==> src/rtl/reorder_buffer.sv <==
// Circular in-order reorder buffer: allocates entries at dispatch, captures CDB results
// out of order and retires one entry per cycle in program order onto the commit bus.
module reorder_buffer #(
  parameter int WIDTH = 31,
  parameter int ROB   = 2,
  parameter int REG   = 4,
  parameter int INDEX = 7
) (
  input  logic             clk,
  input  logic             rst_n,
  input  logic             dispValid,
  input  logic [3:0]       dispInfo,
  input  logic [REG:0]     dispDest,
  input  logic [INDEX:0]   dispPHTIndex,
  input  logic [WIDTH:0]   dispStatus,
  input  logic [WIDTH:0]   dispPC,
  input  logic             cdbValid,
  input  logic [ROB:0]     cdbROB,
  input  logic [WIDTH:0]   cdbResult,
  input  logic             cdbMispredict,
  input  logic [WIDTH:0]   cdbTarget,
  output logic [ROB:0]     robAllocation,
  output logic             fullRob,
  output logic             validCommit,
  output logic [ROB:0]     commitROB,
  output logic [REG:0]     destCommit,
  output logic [WIDTH:0]   result,
  output logic [3:0]       commitInfo,
  output logic [INDEX:0]   commitPHTIndex,
  output logic [WIDTH:0]   statusSnap,
  output logic [1:0]       controlFlow,
  output logic [WIDTH:0]   redirectPC
);
  localparam int DEPTH = 2 ** (ROB + 1);
  localparam logic [ROB+1:0] FULL_CNT = {1'b1, {(ROB + 1){1'b0}}};
  localparam logic [ROB+1:0] CNT_ONE  = {{(ROB + 1){1'b0}}, 1'b1};
  localparam logic [ROB:0]   IDX_ONE  = {{ROB{1'b0}}, 1'b1};

  logic [ROB:0]       head_r;
  logic [ROB:0]       tail_r;
  logic [ROB+1:0]     count_r;
  logic [DEPTH-1:0]   valid_r;
  logic [DEPTH-1:0]   ready_r;
  logic [DEPTH-1:0]   mispredict_r;
  logic [3:0]         info_r   [DEPTH];
  logic [REG:0]       dest_r   [DEPTH];
  logic [INDEX:0]     pht_r    [DEPTH];
  logic [WIDTH:0]     status_r [DEPTH];
  logic [WIDTH:0]     pc_r     [DEPTH];
  logic [WIDTH:0]     result_r [DEPTH];
  logic [WIDTH:0]     target_r [DEPTH];

  logic               do_disp_s;
  logic               do_wb_s;
  logic               do_commit_s;
  logic               flush_s;
  logic [DEPTH-1:0]   valid_nxt_s;
  logic [DEPTH-1:0]   ready_nxt_s;

  assign robAllocation = tail_r;
  assign fullRob       = (count_r == FULL_CNT);

  // Per-cycle handshake decisions and next entry-state vectors.
  always_comb begin
    do_disp_s   = dispValid & ~fullRob;
    do_wb_s     = cdbValid & valid_r[cdbROB];
    do_commit_s = valid_r[head_r] & ready_r[head_r];
    flush_s     = do_commit_s & mispredict_r[head_r];
    valid_nxt_s = valid_r;
    ready_nxt_s = ready_r;
    if (do_wb_s) begin
      ready_nxt_s[cdbROB] = 1'b1;
    end else begin
      ready_nxt_s = ready_nxt_s;
    end
    if (do_commit_s) begin
      valid_nxt_s[head_r] = 1'b0;
      ready_nxt_s[head_r] = 1'b0;
    end else begin
      valid_nxt_s = valid_nxt_s;
    end
    // The tail slot is never the committing head here: that needs count 0 or full.
    if (do_disp_s) begin
      valid_nxt_s[tail_r] = 1'b1;
      ready_nxt_s[tail_r] = 1'b0;
    end else begin
      valid_nxt_s = valid_nxt_s;
    end
  end

  // Pointer, occupancy and entry-state registers; a retired mispredict empties the buffer.
  always_ff @(posedge clk or negedge rst_n) begin
    if (!rst_n) begin
      head_r  <= '0;
      tail_r  <= '0;
      count_r <= '0;
      valid_r <= '0;
      ready_r <= '0;
    end else if (flush_s) begin
      head_r  <= '0;
      tail_r  <= '0;
      count_r <= '0;
      valid_r <= '0;
      ready_r <= '0;
    end else begin
      valid_r <= valid_nxt_s;
      ready_r <= ready_nxt_s;
      if (do_disp_s) begin
        tail_r <= tail_r + IDX_ONE;
      end
      if (do_commit_s) begin
        head_r <= head_r + IDX_ONE;
      end
      case ({do_disp_s, do_commit_s})
        2'b10:   count_r <= count_r + CNT_ONE;
        2'b01:   count_r <= count_r - CNT_ONE;
        default: count_r <= count_r;
      endcase
    end
  end

  // Entry payload storage; contents are only meaningful while the entry is valid.
  always_ff @(posedge clk) begin
    if (do_disp_s) begin
      info_r[tail_r]   <= dispInfo;
      dest_r[tail_r]   <= dispDest;
      pht_r[tail_r]    <= dispPHTIndex;
      status_r[tail_r] <= dispStatus;
      pc_r[tail_r]     <= dispPC;
    end
    if (do_wb_s) begin
      result_r[cdbROB]     <= cdbResult;
      target_r[cdbROB]     <= cdbTarget;
      mispredict_r[cdbROB] <= cdbMispredict;
    end
  end

  // Registered commit bus, valid for the single cycle after retirement.
  always_ff @(posedge clk or negedge rst_n) begin
    if (!rst_n) begin
      validCommit    <= 1'b0;
      commitROB      <= '0;
      destCommit     <= '0;
      result         <= '0;
      commitInfo     <= 4'b0000;
      commitPHTIndex <= '0;
      statusSnap     <= '0;
      controlFlow    <= 2'b00;
      redirectPC     <= '0;
    end else if (do_commit_s) begin
      validCommit    <= 1'b1;
      commitROB      <= head_r;
      destCommit     <= dest_r[head_r];
      result         <= result_r[head_r];
      commitInfo     <= info_r[head_r];
      commitPHTIndex <= pht_r[head_r];
      statusSnap     <= status_r[head_r];
      controlFlow    <= {info_r[head_r][1] | info_r[head_r][0], mispredict_r[head_r]};
      redirectPC     <= mispredict_r[head_r] ? target_r[head_r] : '0;
    end else begin
      validCommit    <= 1'b0;
      controlFlow    <= 2'b00;
    end
  end
endmodule

==> config.mk <==
export PLATFORM = sky130hd
export DESIGN_NAME = reorder_buffer
export DESIGN_NICKNAME = d
export VERILOG_FILES = /design/src/rtl/reorder_buffer.sv
export SDC_FILE = /design/constraint.sdc
export NUM_CORES = 1
export LEC_CHECK = 0
export ABC_CLOCK_PERIOD_IN_PS = 8400
export BUFFER_PORTS_ARGS = -buffer_cell sky130_fd_sc_hd__buf_2
export CORE_ASPECT_RATIO = 1.25
export CORE_MARGIN = 10
export CORE_UTILIZATION = 30
export DETAILED_ROUTE_END_ITERATION = 10
export PLACE_DENSITY = 0.5
export SKIP_LAST_GASP = 1
export SLEW_MARGIN = 20
export SYNTH_ARGS = -nofsm -noshare
export SYNTH_HDL_FRONTEND = slang
export SYNTH_SLANG_ARGS = --single-unit
==> constraint.sdc <==
create_clock -name clk -period 8.4 [get_ports clk]
set_input_delay 0.42 -clock clk [delete_from_list [all_inputs] [get_ports clk]]
set_output_delay 0.42 -clock clk [all_outputs]
set_load 0.02 [all_outputs]
## After elaboration in Yosys (flattened, before gate mapping)

Memories as Yosys holds them, arrays and structs flattened. A register that Yosys moved wholly into a read port is not among the register bits.
Cells that the tools add are included.

- Flip-flop bits (word level): 76
- Bits in writable memories: 904
- Output and inout port bits: 123
- Memories kept: 6

- Add/sub/neg operators: 4
- Order comparisons: 6
- Equal/unequal tests: 3
- Muxes and demuxes: 35
- Bitwise operators: 13
- Reduce and logical (&&, ||, !) cells: 10

Memories:

| name | words | width | read ports | clocked after memory_dff | wr ports | RTL line | source |
|---|---|---|---|---|---|---|---|
| result_r | 8 | 32 | 1 | 1 | 1 | 50 | `logic [WIDTH:0] result_r [DEPTH];` |
| status_r | 8 | 32 | 1 | 1 | 1 | 48 | `logic [WIDTH:0] status_r [DEPTH];` |
| target_r | 8 | 32 | 1 | 0 | 1 | 51 | `logic [WIDTH:0] target_r [DEPTH];` |
| pht_r | 8 | 8 | 1 | 1 | 1 | 47 | `logic [INDEX:0] pht_r [DEPTH];` |
| dest_r | 8 | 5 | 1 | 1 | 1 | 46 | `logic [REG:0] dest_r [DEPTH];` |
| info_r | 8 | 4 | 1 | 0 | 1 | 45 | `logic [3:0] info_r [DEPTH];` |

Operator list:

| cell | count |
|---|---|
| $mux W8 | 7 |
| $mux W32 | 1 |
| $and A8 B8 Y8 | 3 |
| $not A8 Y8 | 2 |
| $or A8 B8 Y8 | 2 |
| $bmux W1 S3 | 4 |
| $lt A3 B4 Y1 const B | 3 |
| $mux W1 | 12 |
| $mux W3 | 4 |
| $demux W1 S3 | 3 |
| $ge A3 B1 Y1 const B | 3 |
| $bwmux W8 | 1 |
| $pmux W4 S2 | 1 |
| $add A3 B1 Y3 const B | 2 |
| $add A4 B1 Y4 const B | 1 |
| $and A1 B1 Y1 | 4 |
| $eq A4 B4 Y1 const B | 1 |
| $logic_not A1 Y1 | 4 |
| $mux W4 | 1 |
| $reduce_bool A2 Y1 | 2 |
| $sub A4 B1 Y4 const B | 1 |
| $logic_and A1 B1 Y1 | 3 |
| $reduce_bool A3 Y1 | 1 |
| $eq A2 B1 Y1 const B | 1 |
| 4 further kinds | 4 |

## Longest topological paths before layout

Gate-level depths: netlist of run 1.

- Depth in word-level cells: 11
- Gate-level depth with buffers: 14
- Depth with buffers taken out: 10

## Least setup slack after synthesis of run 1

No wires, ideal clock.

- Path kind: in2reg
- From: input port cdbROB[2]
- To: register ready_r[0]
- Setup time: 106 ps
- Data arrival time: 6,191 ps
- Required time: 8,294 ps
- Setup slack: 2,103 ps
- Stages: 6
- Buffers on the path: 0
- Cell sequence: nand2b_1 > o22a_1 > a311o_1 > nor3_1 > o21ai_0 > a211oi_1

- Word-level cells in the longest chain between the ends: 11

RTL lines:

| element | RTL line | source |
|---|---|---|
| start: declaration | 18 | `input logic [ROB:0] cdbROB,` |
| $lt A3 B4 Y1 (implied by the code) or $ge A3 B1 Y1 (tied branches) | 72 | `ready_nxt_s[cdbROB] = 1'b1;` |
| $logic_and A1 B1 Y1 (implied by the code) | 72 |  |
| $mux W1 (implied by the code) | 72 |  |
| $demux W1 S3 | 72 |  |
| $or A8 B8 Y8 (no source line) | n/a |  |
| $mux W8 (*) | 71 | `if (do_wb_s) begin` |
| $and A8 B8 Y8 (no source line) | n/a |  |
| $mux W8 (*) | 76 | `if (do_commit_s) begin` |
| $and A8 B8 Y8 (no source line) | n/a |  |
| $mux W8 (*) | 83 | `if (do_disp_s) begin` |
| $mux W8 (*) | 99 | `end else if (flush_s) begin` |
| end signal: assignment | 107 | `ready_r <= ready_nxt_s;` |
| end: declaration | 43 | `logic [DEPTH-1:0] ready_r;` |

Mark *: on every way between the ends. The rest lies on a longest branch, timed or not. The select of a mux whose other input is x is not followed.
A chain may end at the register's enable or synchronous reset.

## Worst setup path after layout of run 1

- From: register head_r[0]
- To: register result[8] (read register of result_r)

- Word-level cells in the longest chain between the ends: 3

RTL lines:

| element | RTL line | source |
|---|---|---|
| start: declaration | 39 | `logic [ROB:0] head_r;` |
| start signal: assignment | 112 | `head_r <= head_r + IDX_ONE;` |
| $bmux W1 S3 | 67 | `do_commit_s = valid_r[head_r] & ready_r[head_r];` |
| $mux W1 (implied by the code) | 67 |  |
| $and A1 B1 Y1 | 67 |  |
| end: declaration | 27 | `output logic [WIDTH:0] result,` |

Several ways; a longest one is shown, not always the timed one. The select of a mux whose other input is x is not followed.

==> results.sh, run 1 <==
export IMPL_place_inst=4307
export IMPL_postCtsSetupBuffers=0
export IMPL_cts_tree="built"
export IMPL_fp_coreArea_um2=134000
export IMPL_fin_total_pwr_mw=16.6
export IMPL_path_type_of_the_worst_setup_path="reg -> reg"
export IMPL_synth_seq_cells=1057
export IMPL_synth_seq_area_share_pct=76.6
export IMPL_firstDrtPassIters=6
export IMPL_hold_violations=0
export IMPL_clk_insertion_delay_late_ps=740
export IMPL_power_per_cell_area_nw_per_um2=343
export IMPL_maxCapViolations=0
export IMPL_cp_max_fanout=170
export IMPL_slew_limit_headroom_pct=26.2
export IMPL_synthDistinctLibCells=59
export IMPL_p_leak_nw=16.4
export IMPL_area_growth_pct=19.4
export IMPL_finalWorstSetupSlack_ps=3460
export IMPL_post_dp_hpwl_um=64200
export IMPL_io_buffer_count=243
export IMPL_floorplan_die_width_um=349
export IMPL_place_congestion=0.737
export IMPL_crit_arrival_ps=5550
export IMPL_grt_residual_overflow=0
export IMPL_num_vias=23671
export IMPL_kind_of_start_point_of_the_critical_path="register"
export IMPL_yosys_most_used_dff="edfxtp_1"
export IMPL_clkSinkCount=1057
export IMPL_detail_route_vias_per_cell=5.11
export IMPL_route_antenna_remaining_nets=0
export IMPL_track_usage_pct=15.5
export IMPL_cp_required_ps=9010
export IMPL_wire_per_inst_um=25.9
export IMPL_final_nets=2938
export IMPL_wire_length_of_the_first_global_routing_pass_um=172000
export IMPL_drt_iter0_drc=1664
export IMPL_grt_max_degree=171
export IMPL_postSynthCellCount=2451
export IMPL_remaining_drc_errors=0
export IMPL_min_period_over_period_pct=58.8
export IMPL_final_setup_tns_ps=0
export IMPL_finalClockSkew_ps=59.9
export IMPL_setup_violations=0
export IMPL_layout_drive_gt1_share_pct=22.9
export IMPL_synth_fp_nets=2608
export IMPL_summed_instance_area_of_the_synthesized_netlist_um2=40500
export IMPL_grt_pass1_vias=24830
export IMPL_row_count=150
export IMPL_detail_route_wirelength_um=120000
export IMPL_initial_utilization_pct=30.2
export IMPL_cts_root_buf="clkbuf_16"
export IMPL_worst_ir_drop_vdd_uv=205
export IMPL_synth_edf_count=912
export IMPL_clkTransAtPathRegs_ps=70
export IMPL_post_layout_nonfiller_instances=4629
export IMPL_io_pin_count=276
export IMPL_dp_worst_setup_slack_ps=3360
export IMPL_final_max_slew_viol_count=0
export IMPL_finalCriticalPeriod_ps=4940
export IMPL_synth_async_reset_ratio_pct=13.7
export IMPL_yosys_warnings=0
export IMPL_tightestPinTransition_ps=1110
export IMPL_fp_dieH_um=431
export IMPL_worst_hold_class="in -> reg"
export IMPL_grt_antenna_before_repair=15
export IMPL_clockBufferDepth=3
export IMPL_die_area_um2=150000
export IMPL_unrepaired_setup_endpoints_after_global_routing="false"
export IMPL_clock_fmax_ghz=0.202
export IMPL_fin_hold_ws_ps=181
export IMPL_run_status="finished, final reports clean"
export IMPL_ctsHtreeMaxLevel=3
export IMPL_end_kind="register"
export IMPL_avgSynthCellArea_um2=16.5
export IMPL_cts_made_buffers=105
cell usage in the layout (no fill, tap or decap), types with 21 or more instances in the layout:
cell type / synthesis / final
a22oi_1: 59 / 59
buf_4: 21 / 40
clkinv_2: 0 / 21
mux2i_1: 76 / 76
dfrtp_1: 145 / 142
o21ai_0: 96 / 96
a221oi_1: 160 / 160
nor2_1: 100 / 91
clkbuf_1: 91 / 21
a21oi_1: 195 / 195
edfxtp_1: 912 / 912
clkbuf_16: 0 / 105
nand2_1: 120 / 120
o21a_1: 34 / 34
mux2_2: 160 / 160
a22o_1: 55 / 55
dlygate4sd3_1: 0 / 115
o221ai_1: 32 / 32
buf_2: 52 / 242
stage by stage:
step / instance area [µm²] / util [%]
after CTS: 48400 / 36.1
after global routing: 48400 / 36.1
after global placement: 43500 / 32.5
final: 48400 / 36.1
after detailed placement: 43500 / 32.5
after floorplan: 40500 / -
metal layers:
metal	routed length (µm)	GRT usage, %	share of wire (%)	up-vias
li1	-	-	-	10469
met1	49300	19.1	41	12309
met2	60800	27.2	51	709
met3	6400	2.67	5.3	176
met4	3450	5.55	2.9	8
met5	60	0	0.050	-
worst max-delay path, cell delays in order (launching register included):
cell and delay, ps:
dfrtp_4 950, buf_12 660, a21oi_1 110, a211oi_2 270
or3_1 380, nand2_8 430, inv_4 760, buf_4 620
o221ai_1 280, o21a_1 170
timing repair:
item | in CTS | in global routing
hold buffers | 115 | 0
endpoints found under the hold margin | 968 | 0
gates resized for setup | 0 | 0
cells in the mapped netlist (all sizes together), types with 55 or more instances:
master / number / area (µm²)
a21oi: 195 / 976
nor2: 100 / 375
edfxtp: 912 / 27400
dfrtp: 145 / 3630
a22o: 55 / 482
a22oi: 59 / 443
o21ai: 98 / 490
a221oi: 160 / 1400
nand2: 121 / 462
mux2: 161 / 1820
mux2i: 76 / 761
buf: 87 / 519
clkbuf: 91 / 342
layout make-up:
class	count	area, µm²
diodes	7	17.5
clock buffers	142	2930
clock inverters	58	753
fillers	12646	85600
inverters	14	58.8
multi-input cells	1202	8690
flip-flops and latches	1057	31000
well taps	1748	2190
repair buffers	401	2730
cell families after synthesis:
| group | Yosys count | share of synthesized area [%] |
|---|---|---|
| mux | 238 | 6.42 |
| fa+ha+maj | 4 | 0.124 |
| buf+inv | 192 | 2.26 |
| compound gates | 696 | 11.9 |
| simple gates | 260 | 2.65 |
| flops | 1057 | 76.6 |
| xor+xnor | 4 | 0.0865 |
path summary, 6_finish.rpt:
check / from / end / slack, ps / cells past startpoint
worst max register to register: head_r[0] / result[8] / 3460 / 9
worst min register to register: commitPHTIndex[6] / commitPHTIndex[6] / 480 / 2
worst max-delay path: head_r[0] / result[8] / 3460 / 9
worst min-delay path: dispValid / count_r[3] / 180 / 4
max in group asynchronous: rst_n / head_r[0] / 6040 / 4
min in group asynchronous: rst_n / redirectPC[13] / 270 / 2
power breakdown:
group	switching [mW]	internal, mW
Clock	2.09	2.85
Combinational	3.23	1.60
Sequential	0.463	6.39
flip-flops by register name (all words and copies together), names as in the netlist, 3 cells and up:
name            flops
count_r             4
status_r          256
mispredict_r        8
commitPHTIndex      8
destCommit          5
statusSnap         32
redirectPC         32
ready_r             8
result             32
result_r          256
info_r             32
pht_r              64
target_r          256
robAllocation       3
dest_r             40
valid_r             8
head_r              3
commitInfo          4
commitROB           3
Power figures use the tool's default switching activity.
==> inputs of run 2 (changes only) <==
ABC_CLOCK_PERIOD_IN_PS = 5070   (was 8400)
clock period = 5.07 ns   (was 8.4 ns; I/O delays follow)
==> run 2 against run 1 <==
Sequential power up 64%; setup slack got worse by 2300 ps; final area up 0.78%; highest routed layer unchanged; clock power rose by 62%; critical path type unchanged; sequential cell count unchanged; clock skew decreased by 35 ps; via count up 1.4%; sequential share of layout area fell by 0.50 points.
==> results.sh, run 2 (synthesized netlist as in run 1, its figures left out) <==
export IMPL_run_status="finished, final reports clean"
export IMPL_post_dp_hpwl_um=67700
export IMPL_final_nets=2972
export IMPL_place_congestion=0.737
export IMPL_switching_share_pct=34.7
export IMPL_detail_route_vias_per_cell=5.14
export IMPL_io_pin_count=276
export IMPL_floorplan_die_width_um=349
export IMPL_netSwitchingPower_mw=9.52
export IMPL_power_report_internal_total_mw=17.9
export IMPL_clockBufferDepth=3
export IMPL_track_usage_pct=15.4
export IMPL_cp_max_fanout=87
export IMPL_share_seq_of_total_power_pct=40.7
export IMPL_area_of_combinational_cells_with_multiple_inputs_um2=8700
export IMPL_slew_limit_headroom_pct=25.3
export IMPL_tightestPinTransition_ps=1120
export IMPL_grt_max_degree=144
export IMPL_p_leak_nw=16.6
export IMPL_clkTransAtPathRegs_ps=70
export IMPL_remaining_drc_errors=0
export IMPL_end_kind="register"
export IMPL_cts_root_buf="clkbuf_16"
export IMPL_cts_made_buffers=108
export IMPL_worst_ir_drop_vdd_uv=477
export IMPL_initial_utilization_pct=30.2
export IMPL_area_growth_pct=20.4
export IMPL_drt_iter0_drc=1871
export IMPL_clock_power_share_pct=29.1
export IMPL_pwr_share_comb_pct=30.3
export IMPL_finalCriticalPeriod_ps=3960
export IMPL_ctsHtreeMaxLevel=3
export IMPL_num_vias=23998
export IMPL_cp_required_ps=5730
export IMPL_fin_total_pwr_mw=27.4
export IMPL_route_antenna_remaining_nets=0
export IMPL_n_fill_cell=12685
export IMPL_fp_coreArea_um2=134000
export IMPL_firstDrtPassIters=5
export IMPL_worst_hold_class="in -> async"
export IMPL_start_point_of_the_critical_path="head_r[0]"
export IMPL_setup_violations=0
export IMPL_worstRegToRegCells=10
export IMPL_finalCoreUtilization_pct=36.4
export IMPL_grt_residual_overflow=0
export IMPL_kind_of_start_point_of_the_critical_path="register"
export IMPL_grt_antenna_before_repair=12
export IMPL_fp_dieH_um=431
export IMPL_commonest_non_fill_non_tap_cells_in_the_layout="edfxtp_1 (912), buf_2 (242), a21oi_1 (195)"
export IMPL_clk_insertion_delay_late_ps=730
export IMPL_crit_arrival_ps=4620
export IMPL_cts_tree="built"
export IMPL_reg2reg_from="head_r[0]"
export IMPL_clock_fmax_ghz=0.253
export IMPL_wire_per_inst_um=25.6
export IMPL_min_period_over_period_pct=78.1
export IMPL_row_count=150
export IMPL_die_area_um2=150000
export IMPL_final_seq_area_um2=31000
export IMPL_final_max_slew_viol_count=0
export IMPL_unrepaired_setup_endpoints_after_global_routing="false"
export IMPL_detail_route_wirelength_um=120000
export IMPL_reg_top3="result_r (256), status_r (256), target_r (256)"
export IMPL_final_setup_tns_ps=0
export IMPL_wire_length_of_the_first_global_routing_pass_um=172000
export IMPL_final_common_cell="edfxtp_1"
export IMPL_grt_pass1_vias=24812
export IMPL_path_type_of_the_worst_setup_path="reg -> reg"
export IMPL_finalClockSkew_ps=24.5
export IMPL_clkSinkCount=1057
export IMPL_hold_violations=0
export IMPL_io_buffer_count=243
export IMPL_layout_drive_gt1_share_pct=23.0
export IMPL_maxCapViolations=0
export IMPL_power_per_cell_area_nw_per_um2=563
[run 2: timing repair]
action / 4_1_cts / 5_1_grt
hold buffers: 118 / 0
endpoints found under the hold margin: 990 / 0
setup buffers: 0 / 0
gates resized for setup: 0 / 0
[run 2: worst paths after layout]
kind	end	slack, ps
setup / recovery	count_r[3]	1110
hold / removal	redirectPC[12]	120
setup reg to reg	count_r[3]	1110
hold reg to reg	commitPHTIndex[4]	470
max in group asynchronous	result[15]	3550
min in group clk	ready_r[0]	140
[run 2: routing by layer]
metal | part of all wire [%] | GRT usage, %
met2 | 51 | 26.9
met4 | 2.6 | 5.27
met1 | 42 | 19.3
met5 | 0.028 | 0
met3 | 5.0 | 2.54
[run 2: area by class of cell]
type / instances / area share [%]
diodes: 9 / 0.0462
repair buffers: 432 / 6.58
inverters: 14 / 0.118
clock buffers: 152 / 6.11
multi-input cells: 1202 / 17.8
well taps: 1748 / 4.49
flip-flops and latches: 1057 / 63.6
clock inverters: 54 / 1.19
[run 2: per-stage QoR]
step	cell area, µm²	hold WS, ps	setup WS (ps)	std cells
floorplan	40500	-42.1	686	2451
global placement	43900	349	1110	4330
detailed placement	44000	350	1120	4335
CTS	48700	38.5	1100	4659
global route	48800	146	899	4665
finish	48800	120	1110	4668
[run 2: worst max-delay path: stages, from the launching register on]
cell	delay, ps
dfrtp_4	520
nor2b_2	730
o2bb2ai_1	210
or3_1	380
nand2_8	430
nor2_1	340
ha_1	340
and3_1	220
o21a_1	160
mux4_2	450
nor2_1	90
[run 2: power by group through the flow]
| stage | Combinational [mW] | Clock [mW] | Sequential [mW] |
|---|---|---|---|
| global placement | 8.24 | 0 | 11.3 |
| global route | 9.03 | 8.53 | 11.3 |
| floorplan | 4.95 | 0 | 11.6 |
| detailed placement | 8.34 | 0 | 11.4 |
| CTS | 8.45 | 8.17 | 11.2 |
| finish | 8.31 | 7.97 | 11.2 |
